--- src/rtl/aes_key_sched_ctrl.sv ---
// Sequencer for the AES-128 key expander: loads the cipher key, then captures
// NR+1 round keys into a local buffer and serves random-access round-key reads.
// Reads are registered (1 cycle); a start request is ignored while busy.
module aes_key_sched_ctrl #(
  parameter int NR      = 10,
  parameter int EXP_LAT = 1
) (
  input  logic         clk,
  input  logic         rst,
  input  logic         start,
  input  logic [127:0] key_in,
  output logic         busy,
  output logic         ready,
  output logic         done,
  output logic         kld_o,
  output logic [127:0] key_o,
  input  logic [31:0]  wi_0,
  input  logic [31:0]  wi_1,
  input  logic [31:0]  wi_2,
  input  logic [31:0]  wi_3,
  input  logic         rd_req,
  input  logic [3:0]   rd_idx,
  output logic         rd_vld,
  output logic [127:0] rd_key,
  output logic         rd_err
);

  typedef enum logic [2:0] {
    S_IDLE,
    S_LOAD,
    S_WAIT,
    S_CAPTURE,
    S_READY
  } state_t;

  localparam logic [3:0] LAST_IDX  = 4'(NR);
  // WAIT is only entered when EXP_LAT > 1; it then lasts EXP_LAT-1 cycles
  localparam logic [7:0] WAIT_LAST = (EXP_LAT > 1) ? 8'(EXP_LAT - 2) : 8'd0;

  state_t       state;
  state_t       state_nxt;
  logic [3:0]   cnt;
  logic [7:0]   wait_cnt;
  logic [127:0] rk_mem [0:NR];
  logic         rd_ok;
  logic         start_acc;

  // A start is only honoured when no expansion is in flight
  assign start_acc = start && ((state == S_IDLE) || (state == S_READY));
  assign rd_ok     = ready && (rd_idx <= LAST_IDX);

  // State register
  always_ff @(posedge clk) begin
    if (rst) state <= S_IDLE;
    else     state <= state_nxt;
  end

  // Next-state logic
  always_comb begin
    state_nxt = state;
    case (state)
      S_IDLE, S_READY: if (start) state_nxt = S_LOAD;
      S_LOAD:          state_nxt = (EXP_LAT > 1) ? S_WAIT : S_CAPTURE;
      S_WAIT:          if (wait_cnt == WAIT_LAST) state_nxt = S_CAPTURE;
      S_CAPTURE:       if (cnt == LAST_IDX) state_nxt = S_READY;
      default:         state_nxt = S_IDLE;
    endcase
  end

  // Moore outputs decoded from the current state
  always_comb begin
    busy  = 1'b0;
    ready = 1'b0;
    kld_o = 1'b0;
    case (state)
      S_LOAD:            begin busy = 1'b1; kld_o = 1'b1; end
      S_WAIT, S_CAPTURE: busy = 1'b1;
      S_READY:           ready = 1'b1;
      default:           ;
    endcase
  end

  // Key latch, counters, done pulse and registered read port
  always_ff @(posedge clk) begin
    if (rst) begin
      key_o    <= '0;
      cnt      <= '0;
      wait_cnt <= '0;
      done     <= 1'b0;
      rd_vld   <= 1'b0;
      rd_err   <= 1'b0;
      rd_key   <= '0;
    end else begin
      done <= (state == S_CAPTURE) && (cnt == LAST_IDX);
      if (start_acc) begin
        key_o    <= key_in;
        cnt      <= '0;
        wait_cnt <= '0;
      end
      if (state == S_WAIT) wait_cnt <= wait_cnt + 8'd1;
      // Counter stops at the last index instead of rolling over
      if ((state == S_CAPTURE) && (cnt != LAST_IDX)) cnt <= cnt + 4'd1;
      rd_vld <= rd_req && rd_ok;
      rd_err <= rd_req && !rd_ok;
      if (rd_req && rd_ok) rd_key <= rk_mem[rd_idx];
    end
  end

  // Round-key buffer; contents are only trusted while ready is high
  always_ff @(posedge clk) begin
    if (state == S_CAPTURE) rk_mem[cnt] <= {wi_0, wi_1, wi_2, wi_3};
  end

endmodule

--- config.mk ---
export PLATFORM = sky130hd
export DESIGN_NAME = aes_key_sched_ctrl
export DESIGN_NICKNAME = d
export VERILOG_FILES = /design/src/rtl/aes_key_sched_ctrl.sv
export SDC_FILE = /design/constraint.sdc
export NUM_CORES = 2
export LEC_CHECK = 0
export ABC_AREA = 1
export BUFFER_PORTS_ARGS = -buffer_cell sky130_fd_sc_hd__buf_4
export CAP_MARGIN = 20
export CORE_UTILIZATION = 60
export CTS_CLUSTER_DIAMETER = 150
export DETAILED_ROUTE_END_ITERATION = 6
export PLACE_DENSITY = 0.88
export SYNTH_ARGS = -nofsm -noshare
export SYNTH_HDL_FRONTEND = slang
export SYNTH_SLANG_ARGS = --single-unit
--- constraint.sdc ---
create_clock -name clk -period 21.9 [get_ports clk]
set_input_delay 2.19 -clock clk [delete_from_list [all_inputs] [get_ports clk]]
set_output_delay 2.19 -clock clk [all_outputs]
set_load 0.01 [all_outputs]
== Word level (Yosys, flattened, before mapping) ==
Memory sizes are Yosys's and may differ from the RTL's. A register that Yosys moved wholly into a read port is not among the register bits.
Cells that the tools add are included.

* Output and inout port bits: 262
* Register bits: 146
* Memories kept: 1
* RAM bits: 1408
* Input port bits: 264
* Word-level logic and storage cells: 48

{| class="wikitable"
|+ Memory list
! name !! depth !! width !! rd ports !! clocked after memory_dff !! wr ports !! RTL line !! RTL
|-
| rk_mem || 11 || 128 || 1 || 1 || 1 || 44 || <nowiki>logic [127:0] rk_mem [0:NR];</nowiki>
|}

* Add/sub/neg operators: 2
* Reductions and logical operators: 15
* Multiplexer cells: 13
* Equality and inequality tests: 9
* Magnitude comparators: 1

{| class="wikitable"
|+ Operator list
! operator !! number
|-
| two-way mux 8 bit || 2
|-
| one-hot mux 3 bit (4 select lines) || 1
|-
| two-way mux 3 bit || 3
|-
| adder 8 x 1 -> 8 bit (second input constant) || 1
|-
| zero test 8 bit || 1
|-
| two-way mux 4 bit || 2
|-
| == test 3 x 2 -> 1 bit (second input constant) || 2
|-
| logical AND 1 bit || 6
|-
| inequality test 2 bit (second input constant) || 3
|-
| two-way mux 1 bit || 5
|-
| adder 4 x 1 -> 4 bit (second input constant) || 1
|-
| == test 4 bit (second input constant) || 1
|-
| less-or-equal comparator 4 bit (second input constant) || 1
|-
| inequality test 4 bit (second input constant) || 1
|-
| nonzero test 2 bit || 2
|-
| == test 3 x 1 -> 1 bit (second input constant) || 1
|-
| == test 3 bit (second input constant) || 1
|-
| zero test 3 bit || 1
|-
| AND reduction 3 bit || 1
|-
| OR reduction 3 bit || 1
|-
| OR reduction 2 bit || 1
|-
| zero test 1 bit || 1
|-
| logical OR 1 bit || 1
|}

== Logic depth before layout (Yosys ltp) ==
* Word-level depth: 5
* Mapped depth: 10
* Depth with buffers taken out: 9

== Worst setup path before layout ==
No wires, ideal clock.

* Path type: register -> register
* Start point: register state[1]
* End point: memory rk_mem[8][0] (enable)
* Data arrival time: 9440 ps
* Setup slack: 11687 ps
* Cell stages (with the launch flop): 6
* Required time: 21127 ps
* Period minus slack after synthesis: 10213 ps
* Buffers on the path: 1
* Library setup time: 773 ps
* Cells stage by stage: dfxtp_1 nand2_1 nor2_1 inv_1 clkbuf_1 nor3_1

* Cells in the longest elaborated chain, start to end: 3

{| class="wikitable"
|+ RTL lines
! item !! RTL line !! RTL
|-
| from (decl) || 40 || <nowiki>state_t state;</nowiki>
|-
| from (signal assigned) || 55 || <nowiki>else state <= state_nxt;</nowiki>
|-
| == test 3 x 2 -> 1 bit || 111 || <nowiki>if (state == S_CAPTURE) rk_mem[cnt] <= {wi_0, wi_1, wi_2, wi_3};</nowiki>
|-
| two-way mux 1 bit || 111 ||
|-
| two-way mux 1 bit (not written as such) || 111 ||
|-
| to (decl) || 44 ||
|}

No other way between the ends.

== Worst setup path after layout ==
* Start point: input rd_idx[0]
* End point: register rd_key[80] (read register of rk_mem)

* Cells in the longest elaborated chain, start to end: 3

{| class="wikitable"
|+ RTL lines
! item !! RTL line !! RTL
|-
| from (decl) || 22 || <nowiki>input logic [3:0] rd_idx,</nowiki>
|-
| less-or-equal comparator 4 bit || 50 || <nowiki>assign rd_ok = ready && (rd_idx <= LAST_IDX);</nowiki>
|-
| logical AND 1 bit || 50 ||
|-
| logical AND 1 bit || 105 || <nowiki>if (rd_req && rd_ok) rd_key <= rk_mem[rd_idx];</nowiki>
|-
| to (decl) || 24 || <nowiki>output logic [127:0] rd_key,</nowiki>
|}

Several ways; a longest one is shown, not always the timed one.
A chain may end at the register's enable or synchronous reset.

==> metrics.md <==
| Metric | Value |
|---|---|
| H-tree Lvls | `4` |
| Worst min path class | `flop to flop` |
| Synth Net Count | `6,812` |
| Tcrit/Tclk final | `0.284` |
| Fillers | `7,030` |
| Startpoint types | `primary input` |
| RSZ-0062 raised after global routing | `false` |
| Worst Hold Launch | `key_o[62]` |
| Power Density | `90.3 nW/um^2` |
| Worst setup EP type | `flop` |
| Initial antenna violation count | `35` |
| # setup viols final | `0` |
| Pin count of the biggest net entering global routing | `189` |
| Sw Ratio | `0.242` |
| Power share of the clock group | `0.395` |
| Min-Delay Path Depth | `2` |
| Critical Path AT | `6.92 ns` |
| Clock Latency Late Sink | `0.80 ns` |
| Crit-path max cell delay | `0.99 ns` |
| Setup Buffers After CTS | `0` |
| Minimum clock period | `6.22 ns` |
| R2R cell count | `7` |
| Die X | `339 microns` |
| Worst-path clk slew | `0.06 ns` |
| Hold-fix buffers, CTS | `0` |
| First drt pass iteration count | `7` |
| R2R setup slack | `17.91 ns` |
| Cell Area, Synth | `68,200 sq um` |
| Fraction of registers with async set/reset | `0` |
| Yosys warnings | `0` |
| Final HPWL DP | `97,200 microns` |
| Max-Slew Margin vs Limit | `0.219` |
| Worst R2R End | `rk_mem[0][66]` |
| Post-cts sizing count | `0` |
| Number of buffers created by CTS | `163` |
| Vias in the first global route | `49,900` |
| Clk sinks | `1,682` |
| Die height | `339 microns` |
| Avg Vias per Cell | `5.91` |
| Seq pwr share | `0.511` |
| Reg-to-reg critical path startpoint | `state[1]` |
| Mean post-synth cell area | `10.4 sq um` |
| Final Hold Viols | `0` |
| Register Area | `47,800 sq um` |
| Top FF cell, synth | `edfxtp_1` |
| Worst-path cell chain | `buf_8 -> inv_8 -> buf_4 -> buf_4 -> buf_4 -> nand2_1 -> nand2_1 -> nand2_1 -> nand3_1 -> nand3_1 -> a21oi_1` |
| Cell variety after synth | `26` |
| Final Slew Violations | `0` |
| ANT nets after route | `0` |
| Die area | `115,000 sq um` |
| # DRC | `0` |
| IO Port Bufs | `525` |
| Core Region | `113,000 sq um` |
| GPL Wtd Cong | `0.894` |
| Slowest-stage cell, CP | `buf_4` |
| Share of layout cells above drive strength 1 | `0.121` |
| Routed WL | `193,000 microns` |
| Vias | `50,800` |
| Total gr overflow | `0` |
| Top cells by area, synth | `edfxtp_1 62%, nand2_1 9.3%, dfxtp_1 8.0%` |
| Root buffer cell | `clkbuf_16` |
| Critical path fanouts, max | `188` |
| GRT Util Overall | `0.329` |
| DP Worst Slack | `15.28 ns` |
| IO Pins | `526` |
| Post-Syn Instances | `6,542` |
| Internal | `5.36 mW` |
| Fmax | `161 MHz` |
| Worst slew pin tran | `1.17 ns` |
| Hold worst-path end | `key_o[62]` |
| Starting DRT DRC Count | `7,127` |
| Logic pwr share | `0.094` |
| Rows | `123` |
| Starting density of the core | `0.606` |
| TritonCTS clock tree | `built` |
| CP required | `22.60 ns` |
| First-pass GRT wire length | `287,000 microns` |
| Max Root-Sink Buffers | `3` |
| Status | `completed` |
| Post-synthesis sequential area ratio | `0.700` |
| Final instance area | `78,400 sq um` |
| Post-synth top area share | `0.620` |
| Area growth syn-to-layout | `14.9%` |
| Final Util | `0.696` |
| Leading area contributor after synthesis | `edfxtp_1` |
| Worst Setup Path Type | `primary input to flop` |
| Drt wl/cell | `22.5 microns` |
| Post-Place Cell Area | `73,000 sq um` |
| Worst vdd ir | `0.0000881 V` |
| Static leakage | `32.7 nW` |
| Post-synth EDFFs | `1,408` |
| Max-cap violations | `0` |
| Clock Skews | `0.0291 ns` |
| Multi-input gate area | `15,400 sq um` |
| Final net count | `7,187` |
| Setup tns final | `0 ns` |
| Number of synthesized register bits | `1,682` |
| Switch Pwr | `1.72 mW` |
| Fin worst setup slack | `15.68 ns` |
worst max path at each step:
stage                   start            to  cells after the start
floorplan            state[1]  rk_mem[8][0]                      5
global placement    rd_idx[0]    rd_key[89]                     11
detailed placement  rd_idx[0]   rd_key[123]                     11
CTS                 rd_idx[0]    rd_key[80]                     11
global route        rd_idx[0]    rd_key[80]                     11
finish              rd_idx[0]    rd_key[80]                     11
layout by cell type (no fill, tap or decap), types with 4 or more instances in the layout:
cell           n
clkbuf_1      42
nor2_1       398
a21oi_1      395
nand3_1      779
inv_16         6
buf_12         7
inv_6          4
bufinv_16      6
dfxtp_1      274
nand2_1     1695
clkinvlp_4     5
inv_8          4
clkinv_1      15
ha_1           6
edfxtp_1    1408
clkbuf_4       4
clkbuf_16    167
o21ai_0      256
diode_2       32
inv_1        918
clkinv_2      24
o21ai_1        7
clkbuf_8      22
nor3_2        10
buf_4        569
power by group through the flow:
stage          combinational (mW)  sequential [mW]  clock [mW]
6_report                    0.666             3.62        2.80
3_5_place_dp                0.647             3.69           0
2_1_floorplan               0.326             3.72           0
5_1_grt                     0.719             3.63        2.92
4_1_cts                     0.655             3.62        2.80
3_3_place_gp                0.627             3.68           0
through the flow:
stage | hold WS [ns] | power [mW] | cells
after floorplan | 0.459 | 4.04 | 6542
after global placement | 0.468 | 4.31 | 8251
after detailed placement | 0.474 | 4.33 | 8251
after CTS | 0.488 | 7.07 | 8554
after global routing | 0.501 | 7.27 | 8585
final | 0.486 | 7.08 | 8587
layout make-up:
type                       count  share of cell area
antenna                       32             0.00102
timing repair buffer         580              0.0571
multi-input combinational   3563               0.196
sequential                  1682               0.609
clock buffer                 237              0.0597
clock inverter                66             0.00842
tap                         1500              0.0239
inverter                     927              0.0448
state kept, by name, indices dropped and copies added (netlist names):
name / flops
done: 1
key_o: 128
rd_vld: 1
rd_err: 1
cnt: 4
wait_cnt: 8
rd_key: 128
rk_mem: 1408
state: 3
per-layer routing:
metal  track usage  vias to the layer above  part of all wire
met1         0.383                    23700              0.32
met3        0.0703                      763              0.12
met4         0.251                        6             0.072
li1              -                    22200                 -
met5             0                        -           0.00021
met2         0.535                     4046              0.48
synthesized netlist by cell type, types with 14 or more instances:
cell type,count
a21oi_1,395
buf_1,28
buf_2,146
buf_6,14
clkbuf_1,176
dfxtp_1,274
edfxtp_1,1408
inv_1,922
nand2_1,1696
nand3_1,779
nor2_1,399
o21ai_0,256
critical path, delay by kind of cell:
family | cells | cell delay [ns]
compound gates | 1 | 0.21
buf+inv | 5 | 3.58
simple gates | 5 | 0.64
cell families (layout without fill, tap and decap cells):
logic type	count (synthesis)	after routing	synth area share
AOI/OAI and AO/OA	662	662	0.0487
adders and majority gates	6	6	0.00110
and+or+nand+nor	2894	2894	0.174
buffers and inverters	1297	1810	0.0759
other	0	32	0
DFF	1682	1682	0.700
xor gates and xnor gates	1	1	0.000128
(Power assumes the default switching activity.)
